===== src/rtl/mem_system.sv =====
// Accumulator datapath: 8-entry register bank, ALU, post-ALU shifter, flags,
// IR/MAR/MDR and an asynchronously read RAM. Every control input is driven each cycle.
module mem_system #(
  parameter int DATA_WIDTH = 8
) (
  input  logic                  clk,
  input  logic                  rst,
  input  logic                  ir_sclr,
  input  logic                  mar_sclr,
  input  logic                  enaf,
  input  logic [2:0]            selop,
  input  logic [1:0]            shamt,
  input  logic                  bank_wr_en,
  input  logic [2:0]            busB_addr,
  input  logic [2:0]            busC_addr,
  input  logic                  ir_en,
  input  logic                  mar_en,
  input  logic                  wr_rdn,
  input  logic                  mdr_alu_n,
  input  logic                  mdr_en,
  output logic [DATA_WIDTH-1:0] busC_m,
  output logic [DATA_WIDTH-1:0] bus_alu_m,
  output logic [DATA_WIDTH-1:0] PC_m,
  output logic [DATA_WIDTH-1:0] DPTR_m,
  output logic [DATA_WIDTH-1:0] A_m,
  output logic [DATA_WIDTH-1:0] TEMP_m,
  output logic [DATA_WIDTH-1:0] ACC_m,
  output logic [4:0]            instruction,
  output logic                  C,
  output logic                  N,
  output logic                  P,
  output logic                  Z
);
  localparam int DW = DATA_WIDTH;

  logic [DW-1:0] bank [8];
  logic [DW-1:0] ir, mar, mdr;
  logic [DW-1:0] mem [2**DW];

  logic [DW-1:0] bus_b, alu_x, alu_r, sh_out, bus_c, mem_dout;
  logic          alu_c, sh_c;

  assign bus_b    = bank[busB_addr];
  assign alu_x    = bank[2];
  assign mem_dout = mem[mar];

  // Subtraction in DW+1 bits leaves the borrow in the top bit.
  always_comb begin
    alu_r = '0;
    alu_c = 1'b0;
    case (selop)
      3'b000: alu_r = bus_b;
      3'b001: {alu_c, alu_r} = {1'b0, alu_x} + {1'b0, bus_b};
      3'b010: {alu_c, alu_r} = {1'b0, alu_x} - {1'b0, bus_b};
      3'b011: alu_r = alu_x & bus_b;
      3'b100: alu_r = alu_x | bus_b;
      3'b101: alu_r = alu_x ^ bus_b;
      3'b110: alu_r = ~bus_b;
      3'b111: {alu_c, alu_r} = {1'b0, bus_b} + {{DW{1'b0}}, 1'b1};
      default: alu_r = '0;
    endcase
  end

  always_comb begin
    sh_out = alu_r;
    sh_c   = alu_c;
    case (shamt)
      2'b01: {sh_c, sh_out} = {alu_r, 1'b0};
      2'b10: {sh_out, sh_c} = {1'b0, alu_r};
      2'b11: begin
        sh_out = {alu_r[DW-2:0], alu_r[DW-1]};
        sh_c   = alu_r[DW-1];
      end
      default: ;
    endcase
  end

  assign bus_c = mdr_alu_n ? mdr : sh_out;

  always_ff @(posedge clk or negedge rst) begin
    if (!rst) begin
      for (int i = 0; i < 8; i++) bank[i] <= '0;
      ir  <= '0;
      mar <= '0;
      mdr <= '0;
      C   <= 1'b0;
      N   <= 1'b0;
      P   <= 1'b0;
      Z   <= 1'b0;
    end else begin
      if (bank_wr_en) bank[busC_addr] <= bus_c;
      if (ir_sclr)      ir <= '0;
      else if (ir_en)   ir <= mem_dout;
      if (mar_sclr)     mar <= '0;
      else if (mar_en)  mar <= bus_c;
      if (mdr_en)       mdr <= wr_rdn ? bus_c : mem_dout;
      if (enaf) begin
        C <= sh_c;
        N <= sh_out[DW-1];
        P <= ~^sh_out;
        Z <= (sh_out == '0);
      end
    end
  end

  // RAM keeps its contents through reset; writes use the MDR value from before the edge.
  always_ff @(posedge clk) begin
    if (wr_rdn) mem[mar] <= mdr;
  end

  assign busC_m      = bus_c;
  assign bus_alu_m   = sh_out;
  assign PC_m        = bank[0];
  assign DPTR_m      = bank[1];
  assign A_m         = bank[2];
  assign TEMP_m      = bank[3];
  assign ACC_m       = bank[7];
  assign instruction = ir[DW-1:DW-5];
endmodule


===== config.mk =====
export PLATFORM = sky130hd
export DESIGN_NAME = mem_system
export DESIGN_NICKNAME = d
export VERILOG_FILES = /design/src/rtl/mem_system.sv
export SDC_FILE = /design/constraint.sdc
export NUM_CORES = 2
export LEC_CHECK = 0
export CAP_MARGIN = 0
export CORE_MARGIN = 5
export CORE_UTILIZATION = 65
export CTS_CLUSTER_SIZE = 28
export DETAILED_ROUTE_END_ITERATION = 10
export PLACE_DENSITY = 0.84
export REMOVE_ABC_BUFFERS = 1
export SLEW_MARGIN = 15
export SYNTH_ARGS = -nofsm -noshare
export SYNTH_HDL_FRONTEND = slang
export SYNTH_SLANG_ARGS = --single-unit

===== constraint.sdc =====
create_clock -name clk -period 18.05 [get_ports clk]
set_clock_uncertainty 0.05 [all_clocks]
set_input_delay 4.5125 -clock clk [delete_from_list [all_inputs] [get_ports clk]]
set_output_delay 4.5125 -clock clk [all_outputs]
set_load 0.02 [all_outputs]

# After elaboration in Yosys (flattened, before gate mapping)
# Memories as Yosys holds them, arrays and structs flattened.
# Cells that the tools add are included.
dict set report op_classes {
  n_addsub 3
  mul 0
  div_mod_pow 0
  n_lt_le_gt_ge 3
  n_eq_ne 10
  n_shift 0
  n_mux 18
  bitwise 6
  n_reduce_logical 7
}
# cell n
set ops {}
lappend ops {{$mux W8} 9}
lappend ops {{$bwmux W64} 1}
lappend ops {{$pmux W8 S8} 1}
lappend ops {{$bmux W8 S3} 1}
lappend ops {{$demux W8 S3} 1}
lappend ops {{$pmux W8 S3} 1}
lappend ops {{$eq A3 B3 Y1 const B} 4}
lappend ops {{$add A8 B1 Y9 const B} 1}
lappend ops {{$add A8 B8 Y9} 1}
lappend ops {{$sub A8 B8 Y9} 1}
lappend ops {{$and A8 B8 Y8} 1}
lappend ops {{$ge A4 B4 Y1 const B} 2}
lappend ops {{$logic_not A8 Y1} 1}
lappend ops {{$not A3 Y4} 2}
lappend ops {{$not A8 Y8} 1}
lappend ops {{$or A8 B8 Y8} 1}
lappend ops {{$reduce_xnor A8 Y1} 1}
lappend ops {{$xor A8 B8 Y8} 1}
lappend ops {{$eq A3 B2 Y1 const B} 2}
lappend ops {{$eq A2 B2 Y1 const B} 2}
lappend ops {{$lt A4 B1 Y1 const B} 1}
lappend ops {{$reduce_bool A2 Y1} 2}
lappend ops {{$eq A3 B1 Y1 const B} 1}
lappend ops {{$logic_not A3 Y1} 1}
lappend ops {{6 further kinds} 7}
dict set report word_totals {
  register_bits 92
  latch_bits 0
  ramBits 2048
  romBits 0
  inputBits 22
  out_inout_bits 65
  elab_cells 63
  n_memories 1
}
# name words width read_ports rd_ports_with_merged_regs write_ports line_no
set memory_table {}
lappend memory_table {mem 256 8 1 0 1 38} ;# logic [DW-1:0] mem [2**DW];

# Logic depth before layout (Yosys ltp)
dict set report depth {
  word_depth 10
  mapped_depth 19
  ltp_nobuf 17
}

# Worst setup path before layout
# No wires, ideal clock.
dict set report synth_path {
  path_kind {input-to-output}
  startpoint {input busB_addr[1]}
  endpoint {output busC_m[0]}
  arrival_ns 8.218
  t_required_ns 13.488
  slack_ns 5.269
  cell_stages 16
  path_buffers 2
  cell_sequence {buf_4 -> buf_6 -> mux4_2 -> mux2i_4 -> inv_1 -> ha_1 -> o21ba_2 -> or3b_2 -> a211oi_1 -> o31ai_1 -> a21oi_1 -> a211oi_1 -> o41a_2 -> inv_2 -> mux2i_4 -> inv_1}
}
dict set report synth_between {
  elab_chain_cells 8
  elab_cells_between_ends 14
  classes_between {add/sub (3); mux (6); bitwise (5)}
}
# element line_no
set synth_lines {}
lappend synth_lines {{start: declaration} 14} ;# input logic [2:0] busB_addr,
lappend synth_lines {{$not A3 Y4 (implied by the code) *} 43} ;# assign bus_b = bank[busB_addr];
lappend synth_lines {{$bmux W8 S3 *} 43}
lappend synth_lines {{$mux W8 (implied by the code) * (2 in series)} 43}
lappend synth_lines {{$add A8 B1 Y9, or another cell as far along} 59} ;# 3'b111: {alu_c, alu_r} = {1'b0, bus_b} + {{DW{1'b0}}, 1'b1};
lappend synth_lines {{$pmux W8 S8 *} 51} ;# case (selop)
lappend synth_lines {{$pmux W8 S3 *} 67} ;# case (shamt)
lappend synth_lines {{named net bus_alu_m[0]} 22} ;# output logic [DATA_WIDTH-1:0] bus_alu_m,
lappend synth_lines {{$mux W8 *} 78} ;# assign bus_c = mdr_alu_n ? mdr : sh_out;
lappend synth_lines {{end: declaration} 21} ;# output logic [DATA_WIDTH-1:0] busC_m,
# The timed path passes the listed nets; every way through them passes the cells marked *. The select of a mux whose other input is x is not followed.

# Worst setup path in the final report
dict set report layout_path {
  startpoint {input busB_addr[1]}
  endpoint {output busC_m[0]}
}
dict set report layout_between {
  elab_chain_cells 8
  elab_cells_between_ends 14
  classes_between {add/sub (3); mux (6); bitwise (5)}
}
# element line_no
set layout_lines {}
lappend layout_lines {{$not A3 Y4 (implied by the code) *} 43}
lappend layout_lines {{$bmux W8 S3 *} 43}
lappend layout_lines {{$mux W8 (implied by the code) * (2 in series)} 43}
lappend layout_lines {{$add A8 B1 Y9, or another cell as far along} 59}
lappend layout_lines {{$pmux W8 S8 *} 51}
lappend layout_lines {{$pmux W8 S3 *} 67}
lappend layout_lines {{$mux W8 *} 78}
# Every way passes the cells marked *; elsewhere a longest branch is shown, timed or not. The select of a mux whose other input is x is not followed.

==> results.md <==
* Unique masters post-synth at 84
* Synth warnings at 0
* Sw Ratio at 27.04%
* CTS tree: done
* Layout Utilization at between 70% and 80%
* Gates resized, CTS repair at 0
* Die Ht at 372.9 um
* H-tree depth at 4
* Reg clk slew, reported paths at 0.06 ns
* Iteration-0 DRC Markers at 8609
* DIE AREA at about 140000 um^2
* Maxcap violations at 0
* DPL Wire Length at 133300 um
* Setup violations, final at 0
* Worst hold slack at 0.4355 ns
* Min Tclk post-route at approximately 15 ns
* Core area at 131100 um^2
* Worst vdd ir at 110.0 uV
* Syn Std Cell Area at 85600 um^2
* Clock Latency Late Sink at ~0.85 ns
* Clk root buf: clkbuf_16
* Required time worst endpoint at 13.49 ns
* Outcome: finished clean
* WS Path Type: in -> out
* Sink Count at around 2100
* Final hold viol count at 0
* IO Pins at a little under 90
* Routed vias at 46430
* Tightest Hold Check Type: reg -> reg
* Syn Inst Count at 4170
* Multi-input gate area at 20210 um^2
* Share of the synthesized area in the top cell type at 71.84%
* Most used DFF post-synth: edfxtp_1
* Sequential area share after synthesis at 74.44%
* Filler cell count at 6939
* # Post-CTS Setup Buffers at 0
* Switch Pwr at 0.003225 W
* Combinational Power Share at 14.5%
* Crit-path max cell delay at about 1.1 ns
* CP max FO at 15
* Largest net degree at the start of global routing at 122
* GR Util All Layers at 34.78%
* RSZ-0062 raised after global routing: false
* Gr ovfl total at 0
* Layout cells sized above 1 at 24.13%
* Fin nets at approximately 4300
* EDFF count, synth at 2048
* Register share of total power at around 50%
* DRC at 0
* Wire per inst at roughly 40 um
* Max Freq at 0.06784 GHz
* Synth area leaders: edfxtp_1 72%, mux4_2 16%, dfrtp_1 2.6%, nor2_1 1.2%, mux2i_1 0.94%
* Register Area at 63770 um^2
* Most frequent cells in the layout: 2048 x edfxtp_1, 605 x mux4_2, 281 x nor2_1
* First-pass GRT wire length at 345200 um
* Vias in the first global route at 46840
* Clock buffer depth at 3
* Post-route antenna net violation count at 0
* Power Density at 126.1 nW/um^2
* Leakage at a little under 30 nW
* Slew @ Worst Pin at 1.392 ns
* Rows at 133
* Worst setup EP type: output port
* GPL Wtd Cong at 0.8941
* Worst setup SP type: primary input
* Synth async-reset ratio at 4.165%
* Crit-path slowest cell: clkdlybuf4s50_1
* Final WL at 241600 um
* Commonest non-fill, non-tap cell in the layout: edfxtp_1
* # hold bufs at CTS at 0
* Pre-antenna DRT Iters at 8
* Clock power share at 34.9%
* Initial antenna violation count at 11
* Worst path cell trace: clkdlybuf4s50_1 -> mux4_2 -> mux2i_2 -> ha_1 -> and2_1 -> a221oi_1 -> a211oi_1 -> or4_1 -> a21oi_1 -> a211oi_1 -> o41a_2 -> inv_2 -> mux2i_4 -> inv_1 -> clkdlybuf4s50_1
* Relative slew margins at 6.611%
* Synth area leader: edfxtp_1
* Fin crit share at 81.67%
* Yosys reg bits at between 2000 and 2500
* Final slew viol count at 0
* Critical path arrival at 10.18 ns
* Number of cells on the worst hold path at 2
* Initial Util at 65.28%
* Die Wd at 372.9 um
* Worst R2R Path Depth at 11
* Clock buffer count from CTS at 199
* Port buffer count at 86
* Routed vias/inst at ~7.5
* Syn_area_per_cell at roughly 21 um^2
* Area Overhead vs Synth at 10.50%
* Power Internal at around 0.0087 W
[registers in the layout, indices dropped and copies added, names as in the netlist]
signal / cells
mem: 2048
A_m: 8
C: 1
TEMP_m: 8
PC_m: 8
mdr: 8
bank: 24
N: 1
Z: 1
mar: 8
ir: 5
ACC_m: 8
DPTR_m: 8
P: 1
[per-stage QoR]
| stage | std cells | setup WS (ns) | TNS (ns) | total power (W) | area [um^2] |
|---|---|---|---|---|---|
| 2_1_floorplan | 3883 | -6.003 | -9450.11 | 0.007543 | 84070 |
| 3_3_place_gp | 5840 | 3.358 | 0 | 0.007720 | 88160 |
| 3_5_place_dp | 5840 | 3.316 | 0 | 0.007781 | 88170 |
| 4_1_cts | 6204 | 3.303 | 0 | 0.01187 | 94480 |
| 5_1_grt | 6206 | 2.956 | 0 | 0.01222 | 94550 |
| 6_report | 6221 | 3.309 | 0 | 0.01193 | 94590 |
[logic make-up (layout without fill, tap and decap cells)]
kind of cell / count (synthesis) / count (layout) / share of synthesized area (%)
AOI/OAI and AO/OA: 305 / 305 / 2.549
xor gates and xnor gates: 8 / 8 / 0.08186
adders and majority gates: 35 / 35 / 0.5291
buffers and inverters: 340 / 621 / 2.021
DFF: 2137 / 2137 / 74.44
muxes: 694 / 694 / 17.02
other: 0 / 15 / 0
and+or+nand+nor: 651 / 651 / 3.354
[worst max-delay path: cells and delay by family]
family	cells	cell delay (ns)
buffers and inverters	4	1.95
multiplexers	3	1.23
AO/OA/AOI/OAI	5	1.52
adder cells (fa/ha/maj)	1	0.37
AND/OR/NAND/NOR	2	0.57
[final timing paths]
check                      slack, ns   endpoint         start
setup / recovery                3.31  busC_m[0]  busB_addr[1]
hold / removal                  0.44   bank[25]      bank[25]
setup reg to reg               11.44     mdr[5]        mar[0]
hold reg to reg                 0.44   bank[25]      bank[25]
max in group asynchronous      13.10     mar[0]           rst
min in group asynchronous       3.55          P           rst
[cell usage after synthesis (6+ instances only)]
cell       instances
a311oi_1           7
nand2_1          154
buf_4             62
xnor2_1            8
buf_6             13
ha_1              33
nor3_1            55
a221oi_1          13
nor2b_1           32
nor2_1           285
o221ai_1           6
o2111ai_1          6
edfxtp_1        2048
and2_1            12
inv_1             45
o31ai_1           13
a22o_1            13
buf_1             27
nand3_1           59
o22ai_1           16
dfrtp_1           89
a22oi_1           37
a21oi_1           41
o21ai_0           40
a211oi_1          14
nand4_1            9
nand2b_1           9
clkbuf_1         118
mux4_2           605
o32ai_1            6
mux2i_1           80
buf_2             64
a31oi_1           17
o21ai_1           24
[routing by layer]
metal	wire length, um	up-vias	GRT usage, %
li1	-	17440	-
met1	76490	23530	44.61
met2	115900	4459	54.28
met3	31960	999	10.23
met4	17270	8	19.72
met5	54	-	0
[area by class of cell]
type                       count  area share, %
clock buffer                 239          5.523
inverter                      53         0.2183
multi-input combinational   1693          21.37
antenna                       15        0.03968
clock inverter               125          1.143
tap                         1755          2.322
sequential                  2137          67.42
timing repair buffer         204          1.966
[power by group through the flow]
stage | Clock [W] | Sequential [W] | Combinational [W]
floorplan | 0 | 0.00639 | 0.00116
global placement | 0 | 0.00614 | 0.00158
detailed placement | 0 | 0.00616 | 0.00162
CTS | 0.00415 | 0.00606 | 0.00166
global route | 0.00439 | 0.00604 | 0.00179
finish | 0.00416 | 0.00604 | 0.00173
Note: power is estimated with default switching activity, not from simulation.
